`src/rtl/seq_multiplier_hs.sv`:
```
// seq_multiplier_hs
// Shift-add sequential multiplier with valid/ready handshakes on both sides.
// Operands are converted to magnitudes at the accept edge (when signed), the
// unsigned product is built one multiplier bit per enabled edge, and the sign
// is re-applied in a single fix-up step before the product is offered.
// A global enable freezes every register; reset takes priority over enable.

module seq_multiplier_hs #(
   parameter int N     = 32,
   parameter int CNT_W = $clog2(N + 1)
) (
   input  logic             clk,
   input  logic             reset,
   input  logic             en,
   input  logic             in_valid,
   output logic             in_ready,
   input  logic [N-1:0]     in_a,
   input  logic [N-1:0]     in_b,
   input  logic             in_signed,
   output logic             out_valid,
   input  logic             out_ready,
   output logic [2*N-1:0]   result,
   output logic             busy
);

   localparam int PW = 2 * N;

   typedef enum logic [1:0] {
      IDLE = 2'd0,
      RUN  = 2'd1,
      FIX  = 2'd2,
      DONE = 2'd3
   } state_t;

   state_t             state_q;
   logic [N-1:0]       mcand_q;
   logic [N-1:0]       mplier_q;
   logic [PW-1:0]      acc_q;
   logic [CNT_W-1:0]   cnt_q;
   logic               neg_q;
   logic [PW-1:0]      result_q;
   logic               out_valid_q;
   logic               in_ready_q;
   logic               busy_q;

   logic [N-1:0]       mag_a_s;
   logic [N-1:0]       mag_b_s;
   logic               neg_s;
   logic [N:0]         sum_s;
   logic [PW-1:0]      acc_d;
   logic [N-1:0]       mplier_d;
   logic [PW-1:0]      acc_neg_s;

   // Two's-complement magnitude; -2^(N-1) maps to 2^(N-1), which still fits N unsigned bits.
   function automatic logic [N-1:0] magnitude(input logic [N-1:0] v, input logic sgn);
      logic [N-1:0] m;
      if (sgn && v[N-1]) begin
         m = (~v) + N'(1);
      end else begin
         m = v;
      end
      return m;
   endfunction

   // Operand conditioning for the accept edge: magnitudes and the product sign.
   always_comb begin
      mag_a_s = magnitude(in_a, in_signed);
      mag_b_s = magnitude(in_b, in_signed);
      if (in_signed) begin
         neg_s = in_a[N-1] ^ in_b[N-1];
      end else begin
         neg_s = 1'b0;
      end
   end

   // One shift-add step: the (N+1)-bit sum keeps the carry, so {carry, acc} shifts right as a 2N+1-bit value.
   always_comb begin
      if (mplier_q[0]) begin
         sum_s = {1'b0, acc_q[PW-1:N]} + {1'b0, mcand_q};
      end else begin
         sum_s = {1'b0, acc_q[PW-1:N]};
      end
      acc_d     = {sum_s, acc_q[N-1:1]};
      mplier_d  = {1'b0, mplier_q[N-1:1]};
      acc_neg_s = (~acc_q) + PW'(1);
   end

   // Control FSM with datapath and registered handshake outputs; frozen while en is low.
   always_ff @(posedge clk) begin
      if (reset) begin
         state_q     <= IDLE;
         mcand_q     <= {N{1'b0}};
         mplier_q    <= {N{1'b0}};
         acc_q       <= {PW{1'b0}};
         cnt_q       <= {CNT_W{1'b0}};
         neg_q       <= 1'b0;
         result_q    <= {PW{1'b0}};
         out_valid_q <= 1'b0;
         in_ready_q  <= 1'b1;
         busy_q      <= 1'b0;
      end else if (en) begin
         case (state_q)
            IDLE: begin
               if (in_valid) begin
                  mcand_q    <= mag_a_s;
                  mplier_q   <= mag_b_s;
                  neg_q      <= neg_s;
                  acc_q      <= {PW{1'b0}};
                  cnt_q      <= CNT_W'(N);
                  state_q    <= RUN;
                  in_ready_q <= 1'b0;
                  busy_q     <= 1'b1;
               end
            end
            RUN: begin
               acc_q    <= acc_d;
               mplier_q <= mplier_d;
               cnt_q    <= cnt_q - CNT_W'(1);
               if (cnt_q == CNT_W'(1)) begin
                  state_q <= FIX;
               end
            end
            FIX: begin
               if (neg_q) begin
                  result_q <= acc_neg_s;
               end else begin
                  result_q <= acc_q;
               end
               out_valid_q <= 1'b1;
               state_q     <= DONE;
            end
            DONE: begin
               if (out_ready) begin
                  out_valid_q <= 1'b0;
                  in_ready_q  <= 1'b1;
                  busy_q      <= 1'b0;
                  state_q     <= IDLE;
               end
            end
            default: begin
               state_q     <= IDLE;
               out_valid_q <= 1'b0;
               in_ready_q  <= 1'b1;
               busy_q      <= 1'b0;
            end
         endcase
      end
   end

   assign in_ready  = in_ready_q;
   assign out_valid = out_valid_q;
   assign result    = result_q;
   assign busy      = busy_q;

endmodule
```
`config.mk`:
```
export PLATFORM = sky130hd
export DESIGN_NAME = seq_multiplier_hs
export DESIGN_NICKNAME = d
export VERILOG_FILES = /design/src/rtl/seq_multiplier_hs.sv
export SDC_FILE = /design/constraint.sdc
export NUM_CORES = 1
export LEC_CHECK = 0
export CAP_MARGIN = 20
export CORE_ASPECT_RATIO = 1.75
export CORE_MARGIN = 2
export CORE_UTILIZATION = 52
export DETAILED_ROUTE_END_ITERATION = 16
export PLACE_DENSITY = 0.85
export SLEW_MARGIN = 20
export SYNTH_ARGS = -nofsm -noshare
export SYNTH_HDL_FRONTEND = slang
export SYNTH_SLANG_ARGS = --single-unit
```
`constraint.sdc`:
```
create_clock -name clk -period 2.8 [get_ports clk]
set_input_delay 0.56 -clock clk [delete_from_list [all_inputs] [get_ports clk]]
set_output_delay 0.56 -clock clk [all_outputs]
set_load 0.02 [all_outputs]
```
-- Word level (Yosys, flattened, before mapping)
Index checks and enable logic that the tools add are counted.
Widths: inputs -> output; s select.
- register bits: 204
- bits of input ports: 70
- logic and storage cells: 60
- add/sub/neg operators: 5
- eq/ne operators: 7
- multiplexer cells: 22
- bitwise logic cells: 4
- reductions and logical operators: 12
- operators with widths (operator ; count):
    $mux 64 ; 2
    $pmux 64 s2 ; 1
    $mux 32 ; 3
    $add 32x1->32 const B ; 2
    $add 64x1->64 const B ; 1
    $not 32->32 ; 2
    $not 64->64 ; 1
    $pmux 32 s2 ; 1
    $add 32x32->33 ; 1
    $mux 33 ; 1
    $pmux 6 s2 ; 1
    $reduce_and 3->1 ; 3
    $pmux 2 s4 ; 1
    $reduce_and 4->1 ; 2
    $eq 6x1->1 const B ; 1
    $mux 2 ; 3
    $mux 6 ; 1
    $ne 2x2->1 const B ; 3
    $pmux 1 s2 ; 3
    $reduce_bool 2->1 ; 3
    $sub 6x1->6 const B ; 1
    $mux 1 ; 5
    $eq 2x2->1 const B ; 2
    $eq 2x1->1 const B ; 1
    other kinds (4) ; 5

-- Longest topological paths before layout
Gate-level depths: netlist of run 1.
- depth in word-level cells: 5
- depth in mapped cells: 11
- depth with buffers taken out: 10

-- Worst setup path before layout of run 1
Ideal clock, no wire load.
- path kind: reg-to-reg
- start: reg acc_q[32]
- end: reg acc_q[61]
- arrival: 2656 ps
- setup slack: 17 ps
- cell stages (with the launch flop): 11
- path buffers: 0
- clock period less this slack: 2783 ps
- cell sequence: dfxtp_1 > ha_1 > inv_1 > fa_1 > nor2b_1 > o31ai_1 > a2111oi_0 > o2111ai_1 > a211oi_1 > nand4b_1 > o211ai_1
- word-level cells in the longest chain between the ends: 3
- ends and longest elaborated chain (element ; RTL line ; text):
    from (decl) ; 38 ; logic [PW-1:0] acc_q;
    from (signal assigned) ; 94 ; acc_q <= {PW{1'b0}};
    from (signal assigned) ; 108 ; acc_q <= {PW{1'b0}};
    $add 32x32->33 ; 79 ; sum_s = {1'b0, acc_q[PW-1:N]} + {1'b0, mcand_q};
    $mux 33 ; 78 ; if (mplier_q[0]) begin
    $pmux 64 s2 ; 102 ; case (state_q)
Every way passes these cells.
A chain may end at the register's enable or synchronous reset.

-- Worst setup path in the final report of run 1
- start: reg acc_q[39]
- end: reg acc_q[58]
Same word-level chain as after synthesis.

==> flow_summary_export.csv, run 1 <==
group,metric,value,unit
outcome,status,"complete, no violations",
critical_path,r2r_cells,10,
flow_run,cap_violations,0,
power_and_ir_drop,finalPower,0.00717,W
hold_path,hp-start,"reset",
global_routing,grt_max_degree,62,
critical_path,setup.worst_path.start,"acc_q[39]",
place,pre_cts_slack,-0.251,ns
place,io_buffers,136,
place,dp_hpwl,24700,um
route,drc,0,
global_routing,grt.total_usage,26.3,%
floorplan,die_h,207,um
clocking,cts_tree,"done",
power_and_ir_drop,power_density,467,mW/mm2
hold_path,min_path_type,"in -> reg",
clocking,clkTransAtPathRegs,0.07,ns
logic_synthesis,yosysTopAreaCell,"dfxtp_1",
critical_path,reg2reg_setup_slack,0.07,ns
sta,maxSlewHeadroom,60.7,%
logic_synthesis,synthCells,1574,
critical_path,endpoint,"acc_q[58]",
route,viasPerCell,5.96,
global_routing,grt_pass1_vias,11700,
clocking,cts.sinks,204,
logic_synthesis,yosysTopAreaCellShare,33.5,%
clocking,clockRootBuffer,"clkbuf_16",
critical_path,arrival,3.12,ns
clocking,cts_htree_levels,1,
route,wl_per_cell,16.2,um
sta,tightest_slew,0.590,ns
logic_synthesis,synth_common_cells,"204 x dfxtp_1, 196 x nand2_1, 158 x nor2_1",
logic_synthesis,ys_seq_elements,204,
sta,slew_violations,0,
logic_synthesis,synthMostInstantiatedCell,"dfxtp_1",
cells_and_area,drive_above_1_share,12.0,%
sta,fin_ws,0.0740,ns
global_routing,antenna_found_initial,0,
sta,min_period,2.73,ns
logic_synthesis,ys_async_sr_fraction,0,%
sta,finClkSkew,0.0173,ns
floorplan,io_pins,137,
critical_path,start_kind,"flop",
critical_path,end_kind,"flop",
critical_path,r2r_end,"acc_q[58]",
sta,final.period_utilization,97.4,%
logic_synthesis,ys.flop_type,"dfxtp_1",
floorplan,die_area,0.0247,mm2
clocking,cts_buffers,20,
critical_path,crit_fanout,6,
critical_path,path_class,"reg -> reg",
route,drtAntennaViolNets,0,
cells_and_area,area_growth,26.0,%
logic_synthesis,synth_area_leaders,"dfxtp_1 33%, nand2_1 6.0%, a21oi_1 5.6%, xor2_1 5.0%, nor2_1 4.9%",
route,first_pass_iters,5,
sta,hold_viol_final,0,
floorplan,initial_core_util,52.5,%
logic_synthesis,synth_area,0.0122,mm2
power_and_ir_drop,leakage,5.74,nW
sta,setup_violations,0,
clocking,ctsLongestPathBuffers,3,
critical_path,r2r-start,"acc_q[39]",
floorplan,rows,74,
logic_synthesis,syn-num-nets,1686,
route,vias,12400,
logic_synthesis,synth_warnings,0,
route,drt_wl_total,33700,um
global_routing,grt_pass1_wl,54600,um
critical_path,cp.required,3.20,ns
floorplan,coreArea,0.0232,mm2
logic_synthesis,synth_cell_types,77,
global_routing,overflow,0,
logic_synthesis,avgSynthCellArea,7.75,um2
cells_and_area,n_antenna_cell,0,
floorplan,die_w,120,um
route,drtIter0Drc,912,
clocking,clk_latency,0.50,ns
power_and_ir_drop,irDropWorstVdd,433,uV
logic_synthesis,synth_edf_count,0,
logic_synthesis,seq_area_frac_synth,33.5,%
sta,max_freq,0.367,GHz
place,gp_congestion,0.949,
cells_and_area,fin_nets,1874,
[how the worst min path moves through the flow]
stage	cells past startpoint	slack (ns)	to
6_report	2	0.45	neg_q
5_1_grt	2	0.47	mplier_q[16]
4_1_cts	2	0.45	neg_q
3_5_place_dp	2	0.45	mplier_q[16]
3_3_place_gp	2	0.44	mplier_q[7]
2_1_floorplan	2	0.43	mplier_q[10]
[routing by layer]
layer / track usage, % / wire [um] / vias up
met1: 28.7 / 13000 / 5852
met4: 12.2 / 1380 / 0
met3: 2.72 / 1450 / 98
met5: 0 / 0 / -
li1: - / - / 6038
met2: 50.6 / 17900 / 380
[registers in the layout, summed over array words and instances, names as in the netlist]
register / flops
acc_q: 64
result: 64
mcand_q: 32
mplier_q: 32
cnt_q: 6
state_q: 2
busy: 1
in_ready: 1
neg_q: 1
out_valid: 1
[kinds of logic (layout without fill, tap and decap cells)]
group           Yosys count  count (layout)  share of synthesized area, %
flops                   204             204                          33.5
fa+ha+maj                42              42                          4.37
buf+inv                 135             333                          4.62
mux                      13              13                          1.09
simple gates            568             568                          21.8
xor+xnor                129             129                          9.27
compound gates          483             483                          25.3
[per-stage QoR]
step	hold slack (ns)	cells	area, um2	util (%)	setup TNS [ns]
final	0.454	2076	15400	66.1	0
after global routing	0.473	2076	15400	66.1	-0.0594
after CTS	0.446	2074	15300	65.6	-0.0561
after detailed placement	0.447	2042	14500	62.5	-1.69
after global placement	0.439	2042	14500	62.5	-0.497
after floorplan	0.432	1574	12200	-	0
[worst max-delay path, stage by stage, from the launching register on]
cell       delay, ns
dfxtp_1         0.34
ha_1            0.38
nand4_1         0.18
nor2_1          0.26
a2111oi_4       0.11
buf_4           0.17
buf_4           0.14
o211ai_1        0.30
nand2_1         0.20
o2111a_1        0.30
a211o_1         0.26
[power by group]
group | leakage, nW | switching [W] | total (W) | internal [W]
clock | 0.333 | 0.00113 | 0.00285 | 0.00172
combinational | 3.75 | 0.000714 | 0.00122 | 0.000507
sequential | 1.65 | 0.0000756 | 0.00310 | 0.00302
[layout by cell type, fill, tap and decap left out, drive strengths merged, types with 10 or more instances in the layout]
master | synthesis | final
dfxtp | 204 | 204
nand3 | 61 | 61
a31oi | 25 | 25
or3 | 22 | 22
xnor2 | 60 | 60
mux2i | 11 | 11
a211oi | 70 | 70
a22oi | 14 | 14
or4 | 15 | 15
nor2 | 158 | 158
o21a | 11 | 11
a21oi | 136 | 136
a21o | 17 | 17
nand2 | 197 | 197
nand2b | 13 | 13
o21ai | 110 | 110
clkdlybuf4s50 | 0 | 135
o31ai | 21 | 21
ha | 41 | 41
buf | 8 | 134
inv | 31 | 31
o41ai | 14 | 14
xor2 | 69 | 69
nand4 | 10 | 10
nor4 | 13 | 13
nor3 | 39 | 39
clkbuf | 95 | 26
[timing repair]
item | in CTS | in global routing
endpoints found under the setup margin | 6 | 28
resized for setup | 8 | 17
cloned | 0 | 0
buffers inserted | 0 | 2
hold buffers | 0 | 0
pin swaps | 2 | 7
[cell type report]
cell class	count	area (um2)
inverter	32	120
sequential	204	4090
tap	304	380
timing repair buffer	269	2390
clock buffer	26	574
clock inverter	6	111
fill	1945	7880
multi-input combinational	1235	7700
Note: power is estimated with default switching activity, not from simulation.
==> run 2: changes to the inputs <==
- CORE_ASPECT_RATIO: 1.75 -> 1.2
- CORE_UTILIZATION: 52 -> 58
- DONT_BUFFER_PORTS: default -> 1
- PLACE_DENSITY: 0.85 -> 0.83
==> flow_summary_export.csv, run 2 (synthesis results as in run 1) <==
group,metric,value,unit
outcome,status,"complete, no violations",
flow_run,cap_violations,0,
critical_path,path_class,"reg -> reg",
power_and_ir_drop,p_clk_share,42.1,%
route,drtIter0Drc,842,
route,viasPerCell,6.16,
critical_path,reg2reg_setup_slack,0.12,ns
cells_and_area,n_antenna_cell,0,
floorplan,rows,58,
power_and_ir_drop,swShare,26.2,%
clocking,clkTransAtPathRegs,0.07,ns
cells_and_area,layout.core_utilization,64.8,%
clocking,cts.sinks,204,
cells_and_area,area_growth,10.7,%
sta,final.period_utilization,95.6,%
sta,finClkSkew,0.0163,ns
route,vias,11400,
sta,hold_viol_final,0,
sta,setup_violations,0,
clocking,cts_tree,"done",
cells_and_area,fin_nets,1674,
floorplan,die_h,163,um
route,wl_per_cell,17.0,um
global_routing,antenna_found_initial,0,
sta,min_period,2.68,ns
global_routing,met1_usage,35.2,%
power_and_ir_drop,power_density,515,mW/mm2
cells_and_area,final_cell_mix,"202 x dfxtp_1, 196 x nand2_1, 156 x nor2_1",
critical_path,setup.worst_path.start,"acc_q[43]",
global_routing,grt.total_usage,27.4,%
critical_path,r2r_end,"acc_q[58]",
floorplan,initial_core_util,58.5,%
global_routing,grt_pass1_wl,50800,um
cells_and_area,layout_commonest_cell,"dfxtp_1",
critical_path,r2r_cells,9,
floorplan,io_pins,137,
critical_path,end_kind,"flop",
place,gp_congestion,0.923,
place,dp_hpwl,22100,um
critical_path,crit_fanout,8,
clocking,cts_htree_levels,1,
clocking,ctsLongestPathBuffers,3,
place,dp.cells,1806,
power_and_ir_drop,leakage,4.95,nW
clocking,cts_buffers,21,
critical_path,r2r-start,"acc_q[43]",
clocking,clockRootBuffer,"clkbuf_16",
sta,max_freq,0.373,GHz
clocking,clk_latency,0.51,ns
sta,maxSlewHeadroom,46.4,%
power_and_ir_drop,pwr-share-comb,12.8,%
critical_path,arrival,3.08,ns
global_routing,gr-usage-met2,46.3,%
global_routing,grt_max_degree,185,
sta,slew_violations,0,
route,first_pass_iters,5,
global_routing,grt_pass1_vias,10500,
global_routing,overflow,0,
global_routing,met3_usage,6.22,%
sta,hold_ws,0.121,ns
floorplan,coreArea,0.0208,mm2
power_and_ir_drop,p_seq_share,45.1,%
floorplan,die_area,0.0222,mm2
critical_path,cp.required,3.20,ns
hold_path,min_path_type,"in -> reg",
route,drc,0,
sta,finalSetupTns,0,ns
cells_and_area,drive_above_1_share,9.65,%
floorplan,die_w,136,um
power_and_ir_drop,intPower,0.00513,W
power_and_ir_drop,switchingPower,0.00182,W
cells_and_area,fin_cells,1845,
route,drt_wl_total,31400,um
power_and_ir_drop,irDropWorstVdd,475,uV
place,io_buffers,0,
route,drtAntennaViolNets,0,
critical_path,start_kind,"flop",
critical_path,endpoint,"acc_q[58]",
global_routing,busiest_layer,"met2",
sta,tightest_slew,0.803,ns
==> run 2: cell types whose count changed in the layout (fill, tap and decap cells not counted), moves of 2 or more <==
| cell | change |
|---|---|
| o31ai_1 | +2 |
| o31ai_2 | -2 |
| a2111oi_1 | +2 |
| buf_4 | -65 |
| ha_2 | +2 |
| clkdlybuf4s50_1 | -135 |
| clkbuf_8 | +5 |
==> run 2: metrics by stage <==
step / instance area, um2 / power [W] / setup slack [ns]
6_report: 13500 / 0.00695 / 0.122
5_1_grt: 13500 / 0.00722 / -0.0215
4_1_cts: 13400 / 0.00697 / 0.0363
3_5_place_dp: 12600 / 0.00407 / -0.0148
3_3_place_gp: 12600 / 0.00404 / 0.0467
2_1_floorplan: 12200 / 0.00390 / 0.0174
==> run 2: layer usage <==
metal | part of all wire, % | vias up
li1 | - | 5646
met2 | 47 | 391
met3 | 8.8 | 56
met4 | 2.1 | 0
met1 | 42 | 5274
met5 | 0 | -
==> run 2: area by class of cell <==
type	count	area [um2]
clock buffers	31	643
multi-input cells	1235	7690
flip-flops and latches	204	4090
clock inverters	5	80.1
inverters	32	120
fillers	1736	7330
repair buffers	68	536
well taps	270	338
==> run 2: worst min path at each step <==
stage                   endpoint  cells past startpoint  slack, ns    startpoint
finish                result[18]                      1       0.12         reset
CTS                    acc_q[13]                      1       0.12         reset
floorplan           mplier_q[10]                      2       0.43  mplier_q[10]
global route           result[6]                      1       0.11         reset
global placement     mplier_q[4]                      2       0.44   mplier_q[4]
detailed placement   mplier_q[9]                      2       0.44   mplier_q[9]
==> run 2: what timing repair did <==
action | 4_1_cts | 5_1_grt
endpoints found under the setup margin | 3 | 19
hold buffers | 0 | 0
pin swaps | 0 | 6
resized for setup | 2 | 22
setup buffers | 0 | 3
==> run 2: critical path, cell delays in order (launching register included) <==
cell	delay (ns)
dfxtp_1	0.35
ha_1	0.41
nand2_1	0.08
o21ai_1	0.38
o21ai_1	0.16
buf_4	0.17
o211ai_1	0.30
nand2_1	0.19
o2111a_1	0.28
a211o_1	0.26
==> run 2: power groups by stage <==
stage	clock, W	sequential (W)	combinational [W]
after CTS	0.00296	0.00313	0.000877
final	0.00293	0.00313	0.000893
after floorplan	0	0.00317	0.000727
after global routing	0.00308	0.00315	0.000992
after global placement	0	0.00319	0.000854
after detailed placement	0	0.00320	0.000871
==> run 3: changes to the inputs <==
- GPL_TIMING_DRIVEN: default -> 1
==> results of run 3 <==
The final DEF is identical to that of run 2; final timing and power are the same.
